File: config.mk
export PLATFORM = sky130hd
export DESIGN_NAME = arb_mux_rr
export DESIGN_NICKNAME = d
export VERILOG_FILES = /design/src/rtl/arb_pkg.sv /design/src/rtl/rr_arbiter.sv /design/src/rtl/arb_mux_rr.sv
export SDC_FILE = /design/constraint.sdc
export NUM_CORES = 1
export LEC_CHECK = 0
export BUFFER_PORTS_ARGS = -buffer_cell sky130_fd_sc_hd__buf_2
export CAP_MARGIN = 20
export CORE_ASPECT_RATIO = 0.7
export CORE_MARGIN = 4
export CORE_UTILIZATION = 51
export CTS_BUF_LIST = sky130_fd_sc_hd__clkbuf_16
export DETAILED_ROUTE_END_ITERATION = 16
export HOLD_SLACK_MARGIN = 0.05
export PLACE_DENSITY = 0.85
export SYNTH_ARGS = -nofsm -noshare
export SYNTH_HDL_FRONTEND = slang
export SYNTH_SLANG_ARGS = --single-unit
File: constraint.sdc
create_clock -name clk -period 3.6 [get_ports clk]
set_input_delay 0.18 -clock clk [delete_from_list [all_inputs] [get_ports clk]]
set_output_delay 0.18 -clock clk [all_outputs]
set_load 0.005 [all_outputs]
File: src/rtl/arb_pkg.sv
// Shared definitions for the arbitrated output mux: mode encodings and the
// index-width helper used to size channel indices.
package arb_pkg;

  typedef enum logic {
    MODE_FIXED = 1'b0,
    MODE_RR    = 1'b1
  } arb_mode_e;

  function automatic int clog2(input int n);
    int r;
    r = 0;
    while ((1 << r) < n) r++;
    return r;
  endfunction

endpackage

File: src/rtl/rr_arbiter.sv
// Combinational arbiter: round-robin search starting at ptr (wrapping),
// or fixed priority (lowest index) when rr_en is low.
module rr_arbiter
  import arb_pkg::*;
#(
  parameter  int CHANNELS = 4,
  localparam int IDX_W    = clog2(CHANNELS)
) (
  input  logic [CHANNELS-1:0] req,
  input  logic [IDX_W-1:0]    ptr,
  input  logic                rr_en,
  output logic [CHANNELS-1:0] grant,
  output logic [IDX_W-1:0]    grant_idx
);

  always_comb begin
    logic             found;
    logic [IDX_W-1:0] idx;
    grant     = '0;
    grant_idx = '0;
    found     = 1'b0;
    idx       = '0;
    // Walk candidates in priority order; the first requester wins.
    for (int j = 0; j < CHANNELS; j++) begin
      idx = (rr_en == MODE_RR) ? IDX_W'((int'(ptr) + j) % CHANNELS) : IDX_W'(j);
      if (!found && req[idx]) begin
        found      = 1'b1;
        grant[idx] = 1'b1;
        grant_idx  = idx;
      end
    end
  end

endmodule

File: src/rtl/arb_mux_rr.sv
// N-way W-bit registered mux whose select comes from an internal arbiter,
// with valid/ready handshaking on every input channel and on the output.
module arb_mux_rr
  import arb_pkg::*;
#(
  parameter  int WIDTH    = 8,
  parameter  int CHANNELS = 4,
  localparam int IDX_W    = clog2(CHANNELS)
) (
  input  logic                      clk,
  input  logic                      reset,
  input  logic                      rr_en,
  input  logic [CHANNELS-1:0]       in_valid,
  output logic [CHANNELS-1:0]       in_ready,
  input  logic [CHANNELS*WIDTH-1:0] in_data,
  output logic                      out_valid,
  input  logic                      out_ready,
  output logic [WIDTH-1:0]          out_data,
  output logic [IDX_W-1:0]          out_chan
);

  logic                           r_valid;
  logic [WIDTH-1:0]               r_data;
  logic [IDX_W-1:0]               r_chan;
  logic [IDX_W-1:0]               r_ptr;

  logic                           w_load_en;
  logic                           w_xfer;
  logic [CHANNELS-1:0]            w_grant;
  logic [IDX_W-1:0]               w_grant_idx;
  logic [CHANNELS-1:0][WIDTH-1:0] w_chan_data;

  assign w_chan_data = in_data;
  assign w_load_en   = !r_valid || out_ready;

  rr_arbiter #(.CHANNELS(CHANNELS)) u_arb (
    .req      (in_valid),
    .ptr      (r_ptr),
    .rr_en    (rr_en),
    .grant    (w_grant),
    .grant_idx(w_grant_idx)
  );

  // Gated by reset so nothing looks accepted while the block is held.
  assign in_ready = reset ? '0 : (w_grant & {CHANNELS{w_load_en}});
  assign w_xfer   = |in_ready;

  always_ff @(posedge clk or posedge reset) begin
    if (reset) begin
      r_valid <= 1'b0;
      r_data  <= '0;
      r_chan  <= '0;
      r_ptr   <= '0;
    end else if (w_xfer) begin
      r_valid <= 1'b1;
      r_data  <= w_chan_data[w_grant_idx];
      r_chan  <= w_grant_idx;
      if (rr_en == MODE_RR)
        r_ptr <= (w_grant_idx == IDX_W'(CHANNELS - 1)) ? '0 : w_grant_idx + IDX_W'(1);
    end else if (out_ready) begin
      r_valid <= 1'b0;
    end
  end

  assign out_valid = r_valid;
  assign out_data  = r_data;
  assign out_chan  = r_chan;

endmodule
# After elaboration in Yosys (flattened, before gate mapping)
# Index checks and enable logic that the tools add are counted.
# op_classes
addsub	4
order_cmp	9
eq_ne	1
n_mux	37
n_bitwise	4
reduce_logical	15
# op_table
operator	n
4-bit two-way mux	5
2-bit two-way mux	9
8-bit binary-select mux with 2-bit select	1
2-bit by 3-bit less-than comparator with 1-bit output (second input constant)	5
1-bit two-way mux	13
4-bit OR	3
1-bit binary-select mux with 2-bit select	4
1-bit demux with 2-bit select	4
2-bit by 1-bit greater-or-equal comparator with 1-bit output (second input constant)	4
8-bit two-way mux	1
1-bit logical AND	7
2-bit by 1-bit adder with 2-bit output (second input constant)	2
2-bit adder (second input constant)	2
4-bit AND	1
1-bit logical NOT	4
4-bit OR reduction	1
2-bit == test (second input constant)	1
2-bit AND reduction	1
2-bit nonzero test	1
1-bit logical OR	1
# word_totals
reg_bits	13
out_inout_bits	15
elab_cells	74

# Logic depth before layout (Yosys ltp)
# Gate-level depths: netlist (run 1).
# logic_depth
ltp_word	17
depth_mapped	10
depth_no_buf	7

# Hierarchy
# From an unflattened synthesis (run 1), not the netlist that was laid out.
# unflattened
hier_cells	107
hier_area_um2	1227.4
# modules_own_cells
module	n_inst	cells_per_inst	area_each_um2	seq_area_each_um2
arb_mux_rr	1	49	805.8	325.3
rr_arbiter	1	58	421.7	0.0

# Least setup slack after synthesis (run 1)
# OpenSTA, ideal clock, no wires.
# synth_timing
path_type	register to register
start	register r_ptr[0]
end	register r_data[1] (netlist: out_data[1])
setup_ns	0.125
arrival_ns	2.260
path_slack_ns	1.215
stages_incl_launch_ff	9
path_buffers	1
cell_sequence	dfrtp_1 > buf_6 > mux2i_1 > o221ai_2 > nor4_2 > o311ai_4 > nand2_4 > mux4_2 > mux2_4
# synth_between
elab_chain_cells	16
word_cells_on_any_way	60
# synth_rtl
item	line_no	rtl
from (decl)	arb_mux_rr.sv:25	logic [IDX_W-1:0] r_ptr;
from (signal assigned)	arb_mux_rr.sv:59	r_ptr <= (w_grant_idx == IDX_W'(CHANNELS - 1)) ? '0 : w_grant_idx + IDX_W'(1);
parallel branches: the longest is 16 deep, another holds 2-bit by 3-bit less-than comparator with 1-bit output	n/a	
to (signal assigned)	arb_mux_rr.sv:56	r_data <= w_chan_data[w_grant_idx];
to (decl)	arb_mux_rr.sv:23	logic [WIDTH-1:0] r_data;
# Parallel ways; which one is timed is not known. The select of a mux whose other input is x is not followed.
# A chain may end at the register's enable or synchronous reset.

# Final worst setup path (run 1)
# layout_timing
start	register r_ptr[0]
end	register r_data[5] (netlist: out_data[5])
# Same word-level chain as after synthesis.

==> impl_summary.md, run 1 <==
Status
The run finished with clean final reports.

Flow run
The max capacitance violation total is 0.

Route
The routed length on met3 is about 350 µm. The number of violations reported at the end of detailed-routing iteration 0 is 101. The average wire per standard cell is 19.8 µm. The met1 wire length is roughly 1500 µm.

The detail route stage leaves a number of antenna-violating nets equal to 0. After detailed routing, the number of vias per cell comes to 6.35. Routed signal wires occupy layers up through met4. The total DRC errors in the routed layout is 0. The overall via count from detail_route is 1,289. The met2 wire length is 2120 µm. The first detailed-routing pass took 4 iterations. The final routed wirelength across all metal layers is ~4000 µm.

Finish
After filler insertion, the fill cell instance count of the layout stands at 169. 0 antenna diodes ended up in the layout. The area overhead of the layout relative to synthesis is 26.7%.

The area of the multi-input gates is 875 µm². The final standard cell count with taps included and fillers excluded is just over 200. The net count reported at finish is 212.

The combined flip-flop and latch cell area is 325 µm². The share of cells above drive strength 1 is 52.6%.

Power
The leakage component of the power is 0.770 nW. The design draws roughly 0.0013 W. The maximum ir drop on the vdd rail is 0.466 mV. Power spread over the standard cell area amounts to 803 nW/µm².

Placed design
The routability-driven placement congestion ratio is 0.927. Including well taps, the total number of placed cells is 198. The HPWL after detailed placement is 2910 µm. OpenSTA, run right after detailed placement, puts the worst setup slack at about 630 ps. In this run the tool buffered the top-level ports with 54 buffer cells.

Worst setup path
The data arrival time of the worst path is 3190 ps. The critical path's slowest cell is dfrtp_1. The worst setup path is launched from a register.

The signal on the critical path passes through mux2i_1 > nor2_1 > nor2_2 > o311ai_1 > o21ai_0 > nor3_2 > buf_4 > mux2_4. The largest stage delay on the critical path is just under 800 ps. The kind of end point of the critical path is a register. The critical path required time is 3720 ps. The maximum fanout count along the critical path is 20. By startpoint and endpoint, the worst setup path is classified as register to register.

Clock network
Gates resized during post-CTS repair numbered 0. Post-CTS timing repair inserted 0 buffers for setup. The clock latency on the worst-skew pair is 240 ps. The CTS tree is done. The clock drives 13 sinks. Counting the buffers created by CTS gives 3. Clock-pin slew was measured on the worst setup and hold paths at approximately 40 ps. The cell at the root of the clock tree is clkbuf_16. The largest buffer count on any clock path is 2. The deepest level of the CTS H-tree is 1.

Floorplan
From left edge to right edge, the die measures 67.9 µm. The floorplan step defined a die boundary enclosing 3390 µm². The die height is 49.9 µm. After floorplanning, the core was divided into 14 placement rows. The initial core utilization is roughly 57%. 55 I/O pins were placed. The placeable core region is 2260 µm².

GRT
The pin count of the biggest net entering global routing is 21. Across every metal layer, demand over resource in global routing totals 25.2%. The number of global-route vias before repair is 1,276. For this run the aggregate overflow at the end of global routing stands at 0.

The number of antenna violations at the first check in global routing is 0. The first global-routing pass estimated 6350 µm of wire.

Synth
In the post-synthesis netlist, the biggest area contributors are dfrtp_1 25%, mux4_2 14%, mux2_4 9.4%. Of all flip-flops after synthesis, the portion carrying an async set or reset was 100%. Averaged over all synthesized cells, the footprint is 10.8 µm². dfrtp_1 is the most common cell in the netlist. For this run, the register share of the synthesized area comes to 25.4%. Yosys printed 0 warnings. The most used flip-flop cell after synthesis is dfrtp_1. The cell accounting for the most synthesized area is dfrtp_1. Of the post-synthesis cell area, the dominant cell type holds between 20% and 30%.

Synthesis produced a netlist whose cell count is between 100 and 150. The mapped netlist covers 1280 µm². The number of storage elements in the synthesis netlist is 13. After synthesis, the most frequently instantiated cells are 13 x dfrtp_1, 10 x nand2_1, 8 x mux2_4, 8 x mux4_2, 7 x nor2_1. The count of distinct cell types in the synthesized netlist is 49. The number of flops mapped to enable cells by yosys is 0. Counting every net in the synthesized netlist gives between 150 and 200.

Timing
The number of max-slew violations in the final report is 0. The post-route setup TNS is 0 ps. The final hold violation count is 0. The final worst slack is 528 ps. The slew of the pin with the lowest slew margin is 662 ps.

Timing would allow up to 326 MHz. The worst pin sits at a relative slew slack of 55.2%. Subtracting the final worst setup slack from the clock period gives 3070 ps. Setup repair after global routing left no endpoint under its margin. The final setup violation count is 0. The worst path uses 85.3% of the clock period. The clock skew is ~1.5 ps.

Worst hold path
The tightest min-delay check is of the input port to register type.
==> cell type report <==
type | instances | share of cell area, %
Clock buffer | 3 | 4.63
Clock inverter | 1 | 0.231
Inverter | 4 | 0.926
Multi-Input combinational cell | 94 | 53.9
Sequential cell | 13 | 20.1
Tap cell | 32 | 2.47
Timing Repair Buffer | 56 | 17.7
==> logic make-up (layout without fill, tap and decap cells) <==
kind of cell | count (synthesis) | in the layout | share of synthesized area [%]
flip-flops | 13 | 13 | 25.4
multiplexers | 21 | 21 | 27.5
XOR/XNOR | 1 | 1 | 0.684
AO/OA/AOI/OAI | 29 | 29 | 20.9
buffers and inverters | 12 | 64 | 6.26
AND/OR/NAND/NOR | 43 | 43 | 19.3
==> state kept, by name, indices dropped and copies added, names as in the netlist <==
signal / cells
out_chan: 2
out_valid: 1
r_ptr: 2
out_data: 8
==> metal layers <==
metal  GRT usage [%]  vias to the layer above
met5               0                        -
met4            6.93                        0
met3            4.55                       10
met2            44.3                       93
met1            31.1                      617
li1                -                      569
==> report_power, final <==
part	internal [W]	leakage, nW	total [W]	switching [W]
registers	0.000223	0.154	0.000320	0.0000968
clock network	0.000146	0.0423	0.000207	0.0000606
logic	0.000415	0.573	0.000776	0.000361
total	0.000784	0.770	0.00130	0.000519
==> through the flow <==
step,hold slack (ps),instance area (µm²),util (%)
floorplan,70.0,1280,-
global placement,221,1530,67.8
detailed placement,243,1530,67.8
CTS,250,1620,71.8
global route,282,1620,71.8
finish,251,1620,71.8
==> critical path, delay by kind of cell, from the launching register on <==
| kind | cells | cell delay [ps] |
|---|---|---|
| flip-flops | 1 | 770 |
| multiplexers | 2 | 710 |
| buffers and inverters | 1 | 210 |
| AND/OR/NAND/NOR | 3 | 520 |
| AO/OA/AOI/OAI | 2 | 740 |
==> layout by cell type, fill, tap and decap left out, drive strengths merged, types with 4 or more instances in the layout <==
| cell type | synthesis | routed |
|---|---|---|
| buf | 8 | 55 |
| dfrtp | 13 | 13 |
| inv | 4 | 5 |
| mux2 | 9 | 9 |
| mux2i | 4 | 4 |
| mux4 | 8 | 8 |
| nand2 | 11 | 11 |
| nor2 | 8 | 8 |
| nor3 | 5 | 5 |
| o21ai | 5 | 5 |
==> what timing repair did <==
action	4_1_cts	5_1_grt
endpoints found under the setup margin	0	0
hold buffers	1	0
endpoints found under the hold margin	13	0
==> final timing paths <==
check / from / endpoint / slack [ps] / depth (start not counted)
min in group asynchronous: reset / r_ptr[0] / 550 / 3
worst min register to register: out_chan[0] / out_chan[0] / 490 / 1
worst max register to register: r_ptr[0] / out_data[5] / 530 / 8
worst max-delay path: r_ptr[0] / out_data[5] / 530 / 8
max in group asynchronous: reset / out_chan[1] / 2680 / 3
worst min-delay path: out_ready / out_valid / 250 / 3
Note: power is estimated with default switching activity, not from simulation.
==> run 2: changes to the inputs <==
Settings changed: ABC_AREA set to 1, CORE_UTILIZATION 51 to 54.
==> run 2 against run 1 <==
Combinational power up 44%. Non-clock buffer count decreased by 1. Final area grew 17%. Sequential cell count unchanged. Die area is 14% higher. Sequential share of layout area is 3.0 points lower. Via count up 42%. Fmax grew 17%. Largest cell class unchanged.
==> impl_summary.md, run 2 <==
Synth
The post-synthesis average cell area is 5.97 µm² (-44%). The number of flops mapped to enable cells by yosys was 0 (unchanged). The net count after synthesis came to 304 (+91%). The top-area cell type share of the netlist area is 21.4% (-4.0 points). The gate count of the mapped netlist was 264 (+120%). The number of warnings printed during yosys synthesis is 0 (unchanged). The commonest cells after synthesis are 90 x nand2_1, 49 x inv_1, 42 x nand3_1, 18 x nand4_1, 14 x nand2_2. The count of distinct cell types in the synthesized netlist is 25 (-49%). The main flop type after synthesis is dfrtp_1. In the post-synthesis netlist, the biggest area contributors are nand2_1 21%, dfrtp_1 21%, nand3_1 13%. The most frequently used cell type in the post-synthesis netlist is nand2_1.

The number of storage elements in the synthesis netlist is 13 (unchanged). The post-synthesis async set-or-reset flop share came to 100% (unchanged). The cell accounting for the most synthesized area is nand2_1.

The sequential element share of the synthesized area is 20.6% (-4.8 points). The area of the mapped netlist came to 1580 µm² (+23%).

Route
The number of optimization iterations in the first detailed-route pass was 5 (+1). The final routed wirelength across all metal layers is 4240 µm (+5.5%). The count of nets left with antenna violations after detail routing is 0 (unchanged). The via density per instance is 5.20 (-18%).

The overall via count from detail_route is 1,826 (+42%). The number of violations reported at the end of detailed-routing iteration 0 is 184 (+82%). The total DRC errors in the routed layout is 0 (unchanged). The average wire per standard cell is 12.1 µm (-39%).

Worst setup path
The critical path ends at out_valid. The launching point of the worst reg2reg path is r_ptr[0]. The depth of the worst register-to-register path is 13 (+5). The critical path goes through nand2_8 > nand2_1 > nand2_1 > nand2_1 > nand2_2 > nand2_4 > nor2_4 > nand2_1 > nand3_1 > nand2_1 > nand4_2 > inv_2 > o21ai_0. The maximum fanout count along the critical path is 16 (-20%). The worst setup path is launched from a register. Tracing the worst setup path back leads to its startpoint at r_ptr[0]. The critical path required time is 3710 ps (about the same). The largest stage delay on the critical path is 590 ps (-180 ps). Counting stages on the worst path, the most repeated cell is nand2_1. The kind of end point of the critical path is a register. The endpoint of the worst register-to-register path is out_valid. The data arrival time of the worst path is 2730 ps (-460 ps).

The register-to-register path setup slack is 980 ps (+450 ps). By startpoint and endpoint, the worst setup path is classified as register to register. For this design, the slowest cell found on the critical path is dfrtp_1.

Timing
The final hold violation count is 0 (unchanged). The remaining max-slew budget at the tightest pin is 67.6% (+12 points). The clock skew came to 4.79 ps (+3.26 ps).

Setup repair after global routing left no endpoint under its margin. The maximum achievable frequency came to 381 MHz (+17%). The number of max-slew violations in the final report is 0 (unchanged). The final setup violation count is 0 (unchanged).

The time the worst path needs with I/O delays and setup was 2620 ps (-449 ps). The slew of the pin with the lowest slew margin was 485 ps (-177 ps). The post-route setup TNS is 0 ps (unchanged).

The ratio of final minimum period to clock period came to 72.8% (-12 points).

Floorplan
The area of the die is 3860 µm² (+14%). The initial core utilization came to 56.3% (-0.39 points). The number of cell rows came to 16 (+2). The placeable core region is 2800 µm² (+24%). The die span in x is 72.6 µm (+6.9%). The count of pins on the block boundary is 55 (unchanged). The die height is 53.2 µm (+6.6%).

Placed design
The total half-perimeter wirelength after legalization and detailed placement is 3220 µm (+11%). The number of buffers inserted by port buffering is 54 (unchanged). The routability-driven placement congestion ratio is 0.937 (+1.2%).

Clock network
The sink count of the clock tree is 13 (unchanged). The number of hold-repair buffers added at the cts stage is 1 (unchanged). The largest buffer count on any clock path is 2 (unchanged). The TritonCTS buffer count is 3 (unchanged). The clock latency on the worst-skew pair is 240 ps (about the same). The clock-pin transition on the worst setup and hold timing paths is 50 ps (about the same). The cell at the root of the clock tree is clkbuf_16. The number of setup buffers added after CTS is 0 (unchanged). TritonCTS built the clock tree. The post-cts gate resize count is 0 (unchanged). The deepest level of the CTS H-tree was 1 (unchanged).

Status
The run finished with clean final reports.

Finish
The number of antenna diodes is 0 (unchanged). The number of flip-flops under the largest register name is 8 (unchanged). The top cell types in the final layout, fill and taps aside, are 90 x nand2_1, 54 x buf_2, 50 x inv_1. The net count reported at finish is 356 (+68%). The area overhead of the layout relative to synthesis is 20.6%.

The share of cells above drive strength 1 is 28.6% (-24 points). Leaving out fill and tap cells, the most frequent cell in the layout is nand2_1.

Power
The fraction of power consumed by combinational cells is 69.3% (+9.7 points). The part of the power in the clock network was 12.8% (-3.1 points). The total chip power is 0.00162 W (+24%). The power per unit of standard cell area is 850 nW/µm² (+5.8%).

The switching part of the total power is 54.1% (+14 points). The leakage component of the power came to 1.22 nW (+59%). The net switching power figure is 0.000875 W (+69%).

The register share of total power is 17.9% (-6.7 points). The maximum ir drop on the vdd rail is 0.397 mV (-15%). The internal power component is 0.000742 W (-5.3%).

GRT
The pin count of the biggest net entering global routing is 19 (-9.5%). The number of antenna violations at the first check in global routing is 0 (unchanged). The residual overflow from global routing was 0 (unchanged). The wire length of the first global-routing pass is 6740 µm (+6.2%).

The all-layer global routing usage came to 22.0% (-3.2 points). The number of global-route vias before repair is 1,493 (+17%).

Flow run
The max capacitance violation total came to 0 (unchanged).

Worst hold path
The tightest min-delay check is of the input port to register type.
## run 2: cell count changes after synthesis, sizes merged, moves of 8 or more
cell   before  now
nand3       3   44
mux2        9    0
inv         4   53
mux4        8    0
nand2      11  109
nand4       0   19
## run 2: worst max-delay path, delay by kind of cell (launching register included)
| family | cells | cell delay [ps] |
|---|---|---|
| buf+inv | 1 | 280 |
| flops | 1 | 590 |
| simple gates | 11 | 1480 |
| compound gates | 1 | 130 |
## run 2: kinds of logic after synthesis
group | count (synthesis) | share of synthesized area (%)
simple gates | 183 | 58.3
buf+inv | 61 | 17.6
flops | 13 | 20.6
compound gates | 7 | 3.41
## run 2: through the flow
stage / cells / hold slack (ps) / util (%) / setup WS (ps) / instance area, µm²
3_3_place_gp: 346 / 230 / 64.7 / 1190 / 1810
3_5_place_dp: 346 / 223 / 64.7 / 1060 / 1810
5_1_grt: 351 / 168 / 67.9 / 801 / 1900
6_report: 351 / 150 / 67.9 / 978 / 1900
2_1_floorplan: 264 / 57.0 / - / 1710 / 1580
4_1_cts: 351 / 158 / 67.9 / 1010 / 1900
## run 2: how the worst min path moves through the flow
| stage | slack, ps | startpoint | cells past startpoint | endpoint |
|---|---|---|---|---|
| after detailed placement | 220 | reset | 2 | out_chan[0] |
| after global placement | 230 | reset | 2 | out_chan[1] |
| final | 150 | out_ready | 2 | out_valid |
| after floorplan | 60 | reset | 1 | out_chan[0] |
| after global routing | 170 | out_ready | 2 | out_valid |
| after CTS | 160 | out_ready | 2 | out_valid |
## run 2: area by class of cell
cell class	instances	area, µm²
Tap cell	36	45.0
Clock inverter	1	3.75
Clock buffer	3	75.1
Multi-Input combinational cell	190	973
Timing Repair Buffer	55	280
Fill cell	268	901
Sequential cell	13	325
Inverter	53	199
## run 2: power groups by stage
stage               registers (W)  logic, W  clock network (W)
floorplan                0.000273  0.000891                  0
global placement         0.000285   0.00106                  0
detailed placement       0.000288   0.00108                  0
CTS                      0.000289   0.00110           0.000206
global route             0.000298   0.00125           0.000215
finish                   0.000290   0.00112           0.000206
## run 2: metal layers
metal | vias up | routed length (µm) | global-route usage (%)
met5 | - | 0 | 0
met4 | 0 | 21 | 3.07
met3 | 2 | 384 | 3.61
met2 | 88 | 1780 | 31.3
met1 | 804 | 2050 | 34.7
li1 | 932 | - | -
==> run 3: changes to the inputs <==
Settings changed: CORE_UTILIZATION 54 to 51, PLACE_DENSITY 0.85 to 0.81.
Clock period 3.6 ns to 2.74 ns, I/O delays scaled along.
==> run 3 against run 2 <==
Clock power grew 31%. Critical endpoint unchanged. Critical path depth is the same. Sequential cell count stayed put. Register-to-register slack worse by 750 ps. Power up 30%. Via count is 2.4% lower. Global-route usage is 1.3 points lower. Non-clock buffer count is 1 higher.
==> impl_summary.md, run 3 (synthesis results as in run 2) <==
Route
The via density per instance is 5.07 (-2.6%). The average wire per standard cell is 11.7 µm (-3.0%). The total DRC errors in the routed layout is 0 (unchanged).

The count of nets left with antenna violations after detail routing came to 0 (unchanged). The final routed wirelength across all metal layers is 4120 µm (-2.7%). The number of violations reported at the end of detailed-routing iteration 0 came to 130 (-29%). The number of optimization iterations in the first detailed-route pass is 5 (unchanged). The overall via count from detail_route was 1,783 (-2.4%).

Finish
The share of cells above drive strength 1 is 28.8% (+0.23 points). The number of antenna diodes was 0 (unchanged). The finished layout cell area came to 1910 µm² (+0.39%). The area overhead of the layout relative to synthesis is 21.1%.

The number of flip-flops under the largest register name is 8 (unchanged). Leaving out fill and tap cells, the most frequent cell in the layout is nand2_1. Leaving out fill and tap cells, the most frequent cells in the layout are 90 x nand2_1, 54 x buf_2, 50 x inv_1. The number of inserted filler cells in the final layout is 275 (+2.6%).

The net count reported at finish is 357 (+0.28%).

Worst hold path
The worst hold path endpoint is out_valid. The startpoint identified for the worst hold timing path is out_ready. The path category of the worst min-delay check is input port to register. The hold-critical path depth is 2 (unchanged).

Timing
The final hold violation count was 0 (unchanged). The remaining max-slew budget at the tightest pin is 66.3% (-1.4 points). The maximum achievable frequency is 398 MHz (+4.2%). Setup repair after global routing left no endpoint under its margin. The slew of the pin with the lowest slew margin is 505 ps (+20.4 ps). The number of max-slew violations in the final report is 0 (unchanged). The post-route setup TNS is 0 ps (unchanged). The final setup violation count is 0 (unchanged).

The clock skew is 5.42 ps (+0.633 ps). The worst hold slack came to 98.9 ps (-51.4 ps). The ratio of final minimum period to clock period is 91.8% (+19 points). The time the worst path needs with I/O delays and setup is 2520 ps (-107 ps).

Power
The maximum ir drop on the vdd rail is 0.492 mV (+24%). The leakage component of the power is 1.23 nW (+0.38%). The power per unit of standard cell area is 1100 nW/µm² (+30%).

Worst setup path
For this design, the slowest cell found on the critical path is dfrtp_1. The register-to-register path setup slack is 220 ps (-750 ps). Walking the worst path, the cells encountered are nand2_8 > nand2_1 > nand2_1 > nand2_1 > nand2_2 > nand2_4 > nor2_4 > nand2_1 > nand3_1 > nand2_1 > nand4_2 > inv_2 > o21ai_0. The maximum fanout count along the critical path is 16 (unchanged). The critical path required time came to 2850 ps (-860 ps). The kind of end point of the critical path is a register. The most numerous cell type found on the critical path is nand2_1. The endpoint identified for the worst register-to-register timing path is out_valid. The worst setup path is of the register to register kind. The depth of the worst register-to-register path is 13 (unchanged).

The kind of start point of the critical path is a register. The worst register-to-register path begins at r_ptr[0]. The largest stage delay on the critical path is 580 ps (about the same). The data arrival time of the worst path was 2620 ps (-110 ps).

GRT
The pin count of the biggest net entering global routing came to 19 (unchanged). The wire length of the first global-routing pass is 6330 µm (-6.1%). The residual overflow from global routing is 0 (unchanged). The number of antenna violations at the first check in global routing was 0 (unchanged). The all-layer global routing usage is 20.7% (-1.3 points). The number of global-route vias before repair is 1,329 (-11%).

Clock network
The post-cts gate resize count was 0 (unchanged). The clock latency on the worst-skew pair is 240 ps (about the same). The clock-pin transition on the worst setup and hold timing paths is 50 ps (about the same). The sink count of the clock tree is 13 (unchanged).

The deepest level of the CTS H-tree came to 1 (unchanged). The largest buffer count on any clock path is 2 (unchanged). The cell at the root of the clock tree is clkbuf_16. The number of setup buffers added after CTS came to 0 (unchanged).

The TritonCTS buffer count is 3 (unchanged). The CTS tree is done.

Placed design
The number of buffers inserted by port buffering came to 54 (unchanged). The routability-driven placement congestion ratio is 0.896 (-4.4%). The total half-perimeter wirelength after legalization and detailed placement was 3250 µm (+0.88%). The standard cell area after detailed placement came to 1820 µm² (+0.41%).

Status
The run finished with clean final reports.

Floorplan
The number of cell rows is 16 (unchanged). The die span in x was 74.5 µm (+2.6%). The area of the die is 4060 µm² (+5.1%). The die height was 54.5 µm (+2.5%). The initial core utilization came to 54.7% (-1.6 points). The count of pins on the block boundary is 55 (unchanged). The placeable core region is 2880 µm² (+2.9%).

Flow run
The max capacitance violation total is 0 (unchanged).
## run 3: cell count changes in the layout (fill, tap and decap cells not counted), sizes merged
| cell | change |
|---|---|
| buf | +1 |
## run 3: worst max-delay path, delay by kind of cell, from the launching register on
kind                   cells  cell delay [ps]
flip-flops                 1              580
AND/OR/NAND/NOR           11             1400
buffers and inverters      1              280
AO/OA/AOI/OAI              1              120
## run 3: layer usage
| layer | vias up | global-route usage, % | part of all wire, % |
|---|---|---|---|
| met5 | - | 0 | 0 |
| met3 | 2 | 2.94 | 8.0 |
| met2 | 75 | 24.6 | 38 |
| met1 | 771 | 35.4 | 53 |
| met4 | 0 | 6.21 | 0.83 |
| li1 | 935 | - | - |
## run 3: cell type report
| type | instances | area (µm²) | area share, % |
|---|---|---|---|
| Timing Repair Buffer | 56 | 288 | 15.1 |
| Multi-Input combinational cell | 190 | 973 | 51.0 |
| Sequential cell | 13 | 325 | 17.0 |
| Clock buffer | 3 | 75.1 | 3.93 |
| Inverter | 53 | 199 | 10.4 |
| Clock inverter | 1 | 3.75 | 0.197 |
| Tap cell | 36 | 45.0 | 2.36 |
## run 3: what timing repair did
action                                  in CTS  in global routing
endpoints found under the hold margin       13                  0
endpoints found under the setup margin       0                  0
hold buffers                                 1                  0
## run 3: worst max-delay path by stage
stage | endpoint | slack, ps | cells past startpoint | from
2_1_floorplan | out_data[1] | 850 | 15 | r_ptr[0]
3_3_place_gp | out_valid | 330 | 13 | r_ptr[0]
3_5_place_dp | out_valid | 250 | 13 | r_ptr[0]
4_1_cts | out_valid | 240 | 13 | r_ptr[0]
5_1_grt | out_data[2] | 10 | 13 | r_ptr[0]
6_report | out_valid | 220 | 13 | r_ptr[0]
## run 3: where the power goes
part	internal, W	switching (W)
clock	0.000192	0.0000776
sequential	0.000297	0.0000817
combinational	0.000497	0.000958
total	0.000987	0.00112
## run 3: metrics by stage
stage,cells,total power [W],setup slack (ps),util (%)
CTS,352,0.00210,238,66.2
detailed placement,347,0.00181,250,63.2
finish,352,0.00210,224,66.2
floorplan,264,0.00153,849,-
global route,352,0.00230,10.7,66.2
global placement,347,0.00179,331,63.2
